===== src/rtl/llr_loader.sv =====
// llr_loader: input stage of the LLR shift memory.
// Accepts one LLR per cycle over a valid/ready stream, packs LANES consecutive
// LLRs into one word (byte j = j-th LLR of the group) and issues one write
// strobe per word. Tracks the codeword length chosen at start and pulses
// o_done one cycle after the final write.
// Optional feature macro: LLR_LOADER_ZERO_FILL_EN -- after the last data word,
// zero words are written until the memory holds MAX_N/LANES words in total.
module llr_loader #(
    parameter int W_LLR = 8,
    parameter int LANES = 8,
    parameter int MAX_N = 1024
) (
    input  logic                     i_clk,
    input  logic                     i_rst_n,
    input  logic                     i_start,
    input  logic [1:0]               i_n_sel,
    input  logic                     i_valid,
    input  logic [W_LLR-1:0]         i_llr,
    output logic                     o_ready,
    output logic                     o_wen,
    output logic [W_LLR*LANES-1:0]   o_data,
    output logic                     o_busy,
    output logic                     o_done
);

    localparam int W_DATA    = W_LLR * LANES;
    localparam int MAX_WORDS = MAX_N / LANES;
    localparam int W_BYTE    = $clog2(LANES);

    localparam logic [7:0]        LAST_MEM_WORD = 8'(MAX_WORDS - 1);
    localparam logic [W_BYTE-1:0] LAST_LANE     = W_BYTE'(LANES - 1);

    typedef enum logic [2:0] {
        S_IDLE = 3'd0,
        S_LOAD = 3'd1,
        S_FILL = 3'd2,
        S_LAST = 3'd3,
        S_DONE = 3'd4
    } state_t;

    state_t              state_r;
    logic [7:0]          n_words_r;
    logic [W_BYTE-1:0]   byte_cnt_r;
    logic [7:0]          word_cnt_r;
    logic [W_DATA-1:0]   pack_r;

    logic                accept_s;
    logic                group_full_s;
    logic                last_word_s;
    logic [W_DATA-1:0]   word_s;

    // Number of packed words in a codeword for each length selector.
    function automatic logic [7:0] n_words_f(input logic [1:0] sel);
        logic [7:0] words;
        case (sel)
            2'd0:    words = 8'd16;
            2'd1:    words = 8'd32;
            2'd2:    words = 8'd64;
            2'd3:    words = 8'd128;
            default: words = 8'd16;
        endcase
        return words;
    endfunction

    assign accept_s     = i_valid & o_ready;
    assign group_full_s = accept_s && (byte_cnt_r == LAST_LANE);
    assign last_word_s  = (word_cnt_r == (n_words_r - 8'd1));

    // Completed word: lanes gathered so far with the arriving LLR in the top lane.
    always_comb begin
        word_s                     = pack_r;
        word_s[W_DATA-1 -: W_LLR]  = i_llr;
    end

    // Control FSM, lane packing and all registered outputs.
    always_ff @(posedge i_clk) begin
        if (!i_rst_n) begin
            state_r    <= S_IDLE;
            n_words_r  <= 8'd0;
            byte_cnt_r <= '0;
            word_cnt_r <= 8'd0;
            pack_r     <= '0;
            o_ready    <= 1'b0;
            o_wen      <= 1'b0;
            o_data     <= '0;
            o_busy     <= 1'b0;
            o_done     <= 1'b0;
        end else begin
            o_wen  <= 1'b0;
            o_done <= 1'b0;
            case (state_r)
                S_IDLE, S_DONE: begin
                    if (i_start) begin
                        state_r    <= S_LOAD;
                        n_words_r  <= n_words_f(i_n_sel);
                        byte_cnt_r <= '0;
                        word_cnt_r <= 8'd0;
                        o_ready    <= 1'b1;
                        o_busy     <= 1'b1;
                    end else begin
                        state_r <= S_IDLE;
                        o_ready <= 1'b0;
                        o_busy  <= 1'b0;
                    end
                end
                S_LOAD: begin
                    if (accept_s) begin
                        pack_r[int'(byte_cnt_r) * W_LLR +: W_LLR] <= i_llr;
                        byte_cnt_r <= byte_cnt_r + 1'b1;
                        if (group_full_s) begin
                            o_wen      <= 1'b1;
                            o_data     <= word_s;
                            word_cnt_r <= word_cnt_r + 8'd1;
                            if (last_word_s) begin
                                o_ready <= 1'b0;
`ifdef LLR_LOADER_ZERO_FILL_EN
                                if (word_cnt_r == LAST_MEM_WORD) begin
                                    state_r <= S_LAST;
                                end else begin
                                    state_r <= S_FILL;
                                end
`else
                                state_r <= S_LAST;
`endif
                            end else begin
                                state_r <= S_LOAD;
                            end
                        end else begin
                            state_r <= S_LOAD;
                        end
                    end else begin
                        state_r <= S_LOAD;
                    end
                end
                S_FILL: begin
                    // Zero words push the codeword up to the top of the memory.
                    o_wen      <= 1'b1;
                    o_data     <= '0;
                    word_cnt_r <= word_cnt_r + 8'd1;
                    if (word_cnt_r == LAST_MEM_WORD) begin
                        state_r <= S_LAST;
                    end else begin
                        state_r <= S_FILL;
                    end
                end
                S_LAST: begin
                    // Final write is on the bus this cycle; completion follows.
                    state_r <= S_DONE;
                    o_ready <= 1'b0;
                    o_busy  <= 1'b0;
                    o_done  <= 1'b1;
                end
                default: begin
                    state_r <= S_IDLE;
                    o_ready <= 1'b0;
                    o_busy  <= 1'b0;
                end
            endcase
        end
    end

endmodule


===== config.mk =====
export PLATFORM = sky130hd
export DESIGN_NAME = llr_loader
export DESIGN_NICKNAME = d
export VERILOG_FILES = /design/src/rtl/llr_loader.sv
export SDC_FILE = /design/constraint.sdc
export NUM_CORES = 1
export LEC_CHECK = 0
export CORE_MARGIN = 2
export CORE_UTILIZATION = 45
export CTS_CLUSTER_SIZE = 16
export DETAILED_ROUTE_END_ITERATION = 7
export PLACE_DENSITY = 0.76
export SLEW_MARGIN = 10
export SYNTH_ARGS = -nofsm -noshare
export SYNTH_HDL_FRONTEND = slang
export SYNTH_SLANG_ARGS = --single-unit

===== constraint.sdc =====
create_clock -name i_clk -period 5 [get_ports i_clk]
set_input_delay 1 -clock i_clk [delete_from_list [all_inputs] [get_ports i_clk]]
set_output_delay 1 -clock i_clk [all_outputs]
set_load 0.01 [all_outputs]

==> insert_results.sql, run 1 <==
INSERT INTO impl_metrics (metric_group, metric, value, unit) VALUES
('synthesis', 'synth_enable_flop_cells', '0', ''),
('synthesis', 'synthMuxAreaShare', '5.83', '%'),
('critical_path', 'critPathMaxFanout', '43', ''),
('drt', 'wirelength', '14100', 'um'),
('floorplanning', 'die-area', '13100', 'um^2'),
('synthesis', 'yosysSeqAreaShare', '51.7', '%'),
('critical_path', 'timing.critical_path.slowest_stage_cell', 'sky130_fd_sc_hd__or4_1', ''),
('synthesis', 'synthesis.nets', '649', ''),
('clock_tree', 'htreeDepth', '4', ''),
('timing', 'hold_viol_final', '0', ''),
('synthesis', 'synth_flop_cell', 'sky130_fd_sc_hd__dfxtp_1', ''),
('pwr', 'power_report.internal_total', '1.95', 'mW'),
('synthesis', 'synth-compound-area-share', '11.1', '%'),
('placed_design', 'placed_cells', '806', ''),
('critical_path', 'critical_path_arrival', '3590', 'ps'),
('drt', 'route.detailed.wl_per_inst', '16.9', 'um'),
('timing', 'fin_crit', '3250', 'ps'),
('critical_path', 'crit_path_end_kind', 'register', ''),
('synthesis', 'synth_fa_ha_area_share', '1.37', '%'),
('timing', 'timing.clock.skew', '7.84', 'ps'),
('critical_path', 'slowest_delay', '580', 'ps'),
('synthesis', 'yosys_warnings', '0', ''),
('clock_tree', 'clock_input_transition_at_the_sequential_cells_of_the_worst_setup_and_hold_paths', '60', 'ps'),
('timing', 'timing.final.max_slew_violations', '0', ''),
('pwr', 'switchingPower', '559', 'uW'),
('global_route', 'grt_util_all_layers', '22.1', '%'),
('floorplanning', 'std_cell_rows', '40', ''),
('clock_tree', 'clock_latency', '420', 'ps'),
('critical_path', 'cp.required', '5340', 'ps'),
('critical_path', 'cp_cell_sequence', 'clkdlybuf4s50_1 > and3_2 > buf_4 > a211oi_2 > or4_1 > a21oi_1', ''),
('drt', 'drc', '0', ''),
('floorplanning', 'top_level_ports', '82', ''),
('synthesis', 'synth_area_leader_cell', 'sky130_fd_sc_hd__dfxtp_1', ''),
('pwr', 'cellLeakagePower', '2.30', 'nW'),
('pwr', 'switching_share', '22.3', '%'),
('run_status', 'outcome', 'finished, final reports clean', ''),
('pwr', 'p_seq_share', '45.6', '%'),
('global_route', 'grt_remaining_overflow', '0', ''),
('floorplanning', 'core-area', '12000', 'um^2'),
('pwr', 'vdd_ir_drop_max', '0.000169', 'V'),
('pwr', 'clockPowerShare', '50.7', '%'),
('drt', 'routed-via-count', '4788', ''),
('floorplanning', 'chipHeight', '115', 'um'),
('critical_path', 'critPathBufInv', '2', ''),
('synthesis', 'synth-xor-area-share', '1.12', '%'),
('final_layout', 'final_core_utilization', '57.9', '%'),
('clock_tree', 'cts_tree', 'yes', ''),
('critical_path', 'worstSetupPathType', 'in2reg', ''),
('synthesis', 'synth_cells', '629', ''),
('synthesis', 'dominant_combinational_cell_family_by_area_after_synthesis', 'simple AND/OR/NAND/NOR gates', ''),
('timing', 'timing.final.setup_violations', '0', ''),
('placed_design', 'post_dp_cell_area', '6330', 'um^2'),
('timing', 'final.period_utilization', '65.0', '%'),
('global_route', 'via_count_of_the_first_global_routing_pass', '4679', ''),
('run', 'drv.max_cap_violation_count', '0', ''),
('timing', 'max_clock_freq', '308', 'MHz'),
('final_layout', 'final-instance-count-excl-fill', '837', ''),
('floorplanning', 'chipWidth', '115', 'um'),
('pwr', 'combPwrFrac', '3.7', '%'),
('placed_design', 'gpl.final_weighted_congestion', '0.752', ''),
('synthesis', 'postSynth.asyncResetShare', '0', '%'),
('drt', 'detail_route.first_pass.iterations', '5', ''),
('final_layout', 'area_delta_synth_final', '26.0', '%'),
('timing', 'relSlewSlack', '27.7', '%'),
('final_layout', 'diodes_inserted', '0', ''),
('critical_path', 'cp-start-kind', 'input port', ''),
('final_layout', 'nets', '698', ''),
('critical_path', 'critPathTopFamily', 'simple AND/OR/NAND/NOR gates', ''),
('timing', 'grt_setup_unrepaired', 'false', ''),
('placed_design', 'port_buffers', '81', ''),
('global_route', 'initial_antenna_violation_count', '0', '');
state kept, by name (all words and copies together) (netlist names):
register	cells
o_data	64
o_wen	1
o_done	1
state_r	3
word_cnt_r	8
byte_cnt_r	3
n_words_r	4
pack_r	56
o_busy	1
o_ready	1
cells by family (layout without fill, tap and decap cells):
kind of cell / Yosys count / count (layout)
flip-flops: 142 / 142
XOR/XNOR: 7 / 7
AND/OR/NAND/NOR: 260 / 260
AO/OA/AOI/OAI: 118 / 118
multiplexers: 32 / 32
adder cells (fa/ha/maj): 6 / 6
buffers and inverters: 64 / 125
metal layers:
layer | vias to the layer above | wire [um] | global-route usage [%]
met5 | - | 0 | 0
met4 | 0 | 353 | 8.94
met3 | 40 | 740 | 5.51
met2 | 163 | 6830 | 36.8
met1 | 2264 | 6190 | 27.4
li1 | 2321 | - | -
power groups by stage:
| stage | combinational, mW | sequential, mW | clock, mW |
|---|---|---|---|
| floorplan | 0.0586 | 1.17 | 0 |
| global placement | 0.0863 | 1.17 | 0 |
| detailed placement | 0.0899 | 1.17 | 0 |
| CTS | 0.0912 | 1.14 | 1.28 |
| global route | 0.0995 | 1.14 | 1.34 |
| finish | 0.0922 | 1.14 | 1.27 |
cells in the mapped netlist (4+ instances only):
cell and count:
sky130_fd_sc_hd__dfxtp_1 142, sky130_fd_sc_hd__nand2_1 113, sky130_fd_sc_hd__a21oi_1 82, sky130_fd_sc_hd__nand4_1 66, sky130_fd_sc_hd__clkbuf_1 35, sky130_fd_sc_hd__nand3_1 34, sky130_fd_sc_hd__mux2i_1 32, sky130_fd_sc_hd__o21ai_0 30
sky130_fd_sc_hd__buf_1 13, sky130_fd_sc_hd__buf_2 8, sky130_fd_sc_hd__inv_1 7, sky130_fd_sc_hd__nor2_1 7, sky130_fd_sc_hd__ha_1 6, sky130_fd_sc_hd__nand2b_1 5, sky130_fd_sc_hd__or3_1 5, sky130_fd_sc_hd__nand3b_1 4
sky130_fd_sc_hd__xnor2_1 4
worst paths after layout:
check             slack [ps]            end          start  depth (start not counted)
setup / recovery        1750  word_cnt_r[6]        i_valid                          6
hold / removal           450     o_data[46]     o_data[46]                          2
setup reg to reg        1920  word_cnt_r[6]  byte_cnt_r[0]                          7
hold reg to reg          450     o_data[46]     o_data[46]                          2
cell usage in the layout, fill, tap and decap left out, types with 2 or more instances in the layout:
| cell type | n |
|---|---|
| sky130_fd_sc_hd__or4_1 | 2 |
| sky130_fd_sc_hd__nand2_1 | 113 |
| sky130_fd_sc_hd__xor2_1 | 3 |
| sky130_fd_sc_hd__nor2_1 | 7 |
| sky130_fd_sc_hd__clkdlybuf4s50_1 | 80 |
| sky130_fd_sc_hd__buf_4 | 6 |
| sky130_fd_sc_hd__nand3_1 | 34 |
| sky130_fd_sc_hd__or3_1 | 5 |
| sky130_fd_sc_hd__or3b_2 | 2 |
| sky130_fd_sc_hd__nor3b_1 | 3 |
| sky130_fd_sc_hd__clkinvlp_4 | 5 |
| sky130_fd_sc_hd__a21oi_1 | 81 |
| sky130_fd_sc_hd__nand2b_1 | 5 |
| sky130_fd_sc_hd__and4_1 | 2 |
| sky130_fd_sc_hd__mux2i_1 | 32 |
| sky130_fd_sc_hd__nor3_1 | 3 |
| sky130_fd_sc_hd__nand4_1 | 66 |
| sky130_fd_sc_hd__xnor2_1 | 4 |
| sky130_fd_sc_hd__inv_1 | 6 |
| sky130_fd_sc_hd__nand4b_1 | 2 |
| sky130_fd_sc_hd__o31ai_1 | 2 |
| sky130_fd_sc_hd__and4b_1 | 2 |
| sky130_fd_sc_hd__ha_1 | 6 |
| sky130_fd_sc_hd__and3_1 | 2 |
| sky130_fd_sc_hd__bufinv_16 | 3 |
| sky130_fd_sc_hd__clkbuf_16 | 17 |
| sky130_fd_sc_hd__clkinv_4 | 3 |
| sky130_fd_sc_hd__nand3b_1 | 4 |
| sky130_fd_sc_hd__o21ai_0 | 30 |
| sky130_fd_sc_hd__dfxtp_1 | 142 |
| sky130_fd_sc_hd__clkinv_2 | 2 |
area by class of cell:
cell class                 instances  area, um^2
clock buffer                      18         429
clock inverter                    13         168
fill                            1016        5030
inverter                           7        27.5
multi-input combinational        423        2420
sequential                       142        2840
tap                              147         184
timing repair buffer              87         851
metrics by stage:
step	hold slack [ps]	worst slack, ps
6_report	452	1750
2_1_floorplan	435	2790
5_1_grt	469	1670
4_1_cts	452	1820
3_3_place_gp	442	1480
3_5_place_dp	444	1430
worst min-delay path, delay by kind of cell (launching register included):
kind	cells	cell delay, ps
AOI/OAI and AO/OA	1	50
DFF	1	310
and+or+nand+nor	1	50
Power figures use the tool's default switching activity.
==> inputs of run 2 (changes only) <==
--- a/config.mk
+++ b/config.mk
@@ -9,7 +9,7 @@
 export CORE_UTILIZATION = 45
 export CTS_CLUSTER_SIZE = 16
 export DETAILED_ROUTE_END_ITERATION = 7
-export PLACE_DENSITY = 0.76
+export PLACE_DENSITY = 0.79
 export SLEW_MARGIN = 10
 export SYNTH_ARGS = -nofsm -noshare
 export SYNTH_HDL_FRONTEND = slang
==> constraint.sdc (replaced) <==
create_clock -name i_clk -period 2.9 [get_ports i_clk]
set_input_delay 0.58 -clock i_clk [delete_from_list [all_inputs] [get_ports i_clk]]
set_output_delay 0.58 -clock i_clk [all_outputs]
set_load 0.01 [all_outputs]
==> insert_results.sql, run 2 (synthesis results as in run 1) <==
INSERT INTO impl_metrics (metric_group, metric, value, unit) VALUES
('global_route', 'grt_start_max_net_pins', '67', ''),
('timing', 'total_negative_slack', '0', 'ps'),
('run', 'drv.max_cap_violation_count', '0', ''),
('run_status', 'outcome', 'finished, final reports clean', ''),
('drt', 'vias_cell', '5.71', ''),
('timing', 'max_clock_freq', '401', 'MHz'),
('global_route', 'wire_length_of_the_first_global_routing_pass', '22300', 'um'),
('drt', 'antenna_left', '0', ''),
('timing', 'fin_crit', '2490', 'ps'),
('pwr', 'cellLeakagePower', '2.37', 'nW'),
('final_layout', 'leading_cell_type_in_the_layout_fill_and_taps_excluded', 'sky130_fd_sc_hd__dfxtp_1', ''),
('worst_hold_path', 'timing.hold.worst.class', 'reg2reg', ''),
('clock_tree', 'cts_root_buf', 'sky130_fd_sc_hd__clkbuf_16', ''),
('clock_tree', 'hold_fix_buffers_cts', '0', ''),
('drt', 'route.detailed.wl_per_inst', '16.5', 'um'),
('final_layout', 'area_delta_synth_final', '27.9', '%'),
('critical_path', 'crit_path_end_kind', 'register', ''),
('critical_path', 'cp.required', '3160', 'ps'),
('final_layout', 'diodes_inserted', '0', ''),
('final_layout', 'largestRegisters', 'o_data (64), pack_r (56), word_cnt_r (8)', ''),
('global_route', 'grt_remaining_overflow', '0', ''),
('final_layout', 'fillers', '1031', ''),
('drt', 'drc', '0', ''),
('clock_tree', 'clock_sink_count', '142', ''),
('critical_path', 'critical_path_arrival', '2750', 'ps'),
('timing', 'timing.final.max_slew_violations', '0', ''),
('timing', 'timing.final.setup_violations', '0', ''),
('clock_tree', 'htreeDepth', '4', ''),
('floorplanning', 'chipWidth', '115', 'um'),
('placed_design', 'dpl.hpwl', '8820', 'um'),
('clock_tree', 'cts_resized', '0', ''),
('pwr', 'vdd_ir_drop_max', '0.000452', 'V'),
('timing', 'measured_slew_at_the_worst_slew_check_pin', '795', 'ps'),
('final_layout', 'register_area', '2840', 'um^2'),
('clock_tree', 'clk_path_buf_depth', '2', ''),
('global_route', 'grt_util_all_layers', '21.6', '%'),
('critical_path', 'worstSetupPathType', 'reg2reg', ''),
('floorplanning', 'std_cell_rows', '40', ''),
('pwr', 'cellPowerDensity', '632', 'nW/um^2'),
('drt', 'first_iter_violations', '328', ''),
('global_route', 'via_count_of_the_first_global_routing_pass', '4603', ''),
('clock_tree', 'cts_tree', 'yes', ''),
('global_route', 'initial_antenna_violation_count', '0', ''),
('final_layout', 'register_bank_with_the_most_flops', 'o_data', ''),
('drt', 'routed-via-count', '4823', ''),
('final_layout', 'nets', '706', ''),
('timing', 'timing.clock.skew', '10.9', 'ps'),
('floorplanning', 'core-area', '12000', 'um^2'),
('floorplanning', 'initial_core_util', '46.0', '%'),
('placed_design', 'gpl.final_weighted_congestion', '0.880', ''),
('placed_design', 'post_dp_cell_area', '6400', 'um^2'),
('floorplanning', 'top_level_ports', '82', ''),
('timing', 'hold_viol_final', '0', ''),
('timing', 'relSlewSlack', '46.9', '%'),
('timing', 'grt_setup_unrepaired', 'false', ''),
('final_layout', 'fin_area', '7030', 'um^2'),
('timing', 'hold_ws', '451', 'ps'),
('clock_tree', 'postCtsSetupBuffers', '0', ''),
('critical_path', 'cp-start-kind', 'register', ''),
('critical_path', 'critPathMaxFanout', '16', ''),
('floorplanning', 'chipHeight', '115', 'um'),
('clock_tree', 'clock_latency', '420', 'ps'),
('final_layout', 'post_route_cells_drive_above_1_share', '7.75', '%'),
('clock_tree', 'clock_input_transition_at_the_sequential_cells_of_the_worst_setup_and_hold_paths', '60', 'ps'),
('drt', 'detail_route.first_pass.iterations', '5', ''),
('final_layout', 'largest_register_ff_count', '64', ''),
('placed_design', 'post-place-ws', '488', 'ps'),
('final_layout', 'multiInputGateArea', '2420', 'um^2'),
('timing', 'final.period_utilization', '86.0', '%'),
('drt', 'wirelength', '13900', 'um'),
('clock_tree', 'cts_buffers', '17', ''),
('floorplanning', 'die-area', '13100', 'um^2'),
('final_layout', 'final_cell_mix', 'sky130_fd_sc_hd__dfxtp_1 (142), sky130_fd_sc_hd__nand2_1 (113), sky130_fd_sc_hd__a21oi_1 (81), sky130_fd_sc_hd__clkdlybuf4s50_1 (80), sky130_fd_sc_hd__nand4_1 (66)', ''),
('timing', 'setup_ws', '407', 'ps'),
('pwr', 'design_power_total', '4.44', 'mW'),
('placed_design', 'port_buffers', '81', '');
## run 2: layer usage
layer	vias up	wire [um]	track usage, %
li1	2341	-	-
met1	2298	6180	28.3
met2	163	6630	34.9
met3	21	844	5.24
met4	0	240	7.64
met5	-	0	0
## run 2: where the power goes
group | internal [mW] | switching [mW]
Clock | 1.50 | 0.807
Sequential | 1.96 | 0.0108
Combinational | 0.0529 | 0.113
## run 2: path summary, 6_finish.rpt
check	depth (start not counted)	start	to	slack [ps]
setup / recovery	7	byte_cnt_r[0]	pack_r[47]	410
hold / removal	2	o_data[41]	o_data[41]	450
setup reg to reg	7	byte_cnt_r[0]	pack_r[47]	410
hold reg to reg	2	o_data[41]	o_data[41]	450
## run 2: cell type report
cell class	instances	share of cell area (%)
Multi-Input combinational cell	423	34.5
Timing Repair Buffer	95	13.1
Clock buffer	20	6.64
Sequential cell	142	40.4
Tap cell	147	2.62
Inverter	7	0.374
Clock inverter	10	2.30
## run 2: worst max-delay path: stages (launching register included)
cell	delay, ps
sky130_fd_sc_hd__dfxtp_1	530
sky130_fd_sc_hd__inv_1	90
sky130_fd_sc_hd__ha_1	220
sky130_fd_sc_hd__ha_1	330
sky130_fd_sc_hd__nor3b_1	220
sky130_fd_sc_hd__nand4_1	550
sky130_fd_sc_hd__nand3_1	260
sky130_fd_sc_hd__o21ai_0	140
## run 2: stage by stage
stage | utilization, % | cells
5_1_grt | 58.8 | 844
3_3_place_gp | 53.5 | 814
2_1_floorplan | - | 629
3_5_place_dp | 53.5 | 814
6_report | 58.8 | 844
4_1_cts | 58.8 | 844
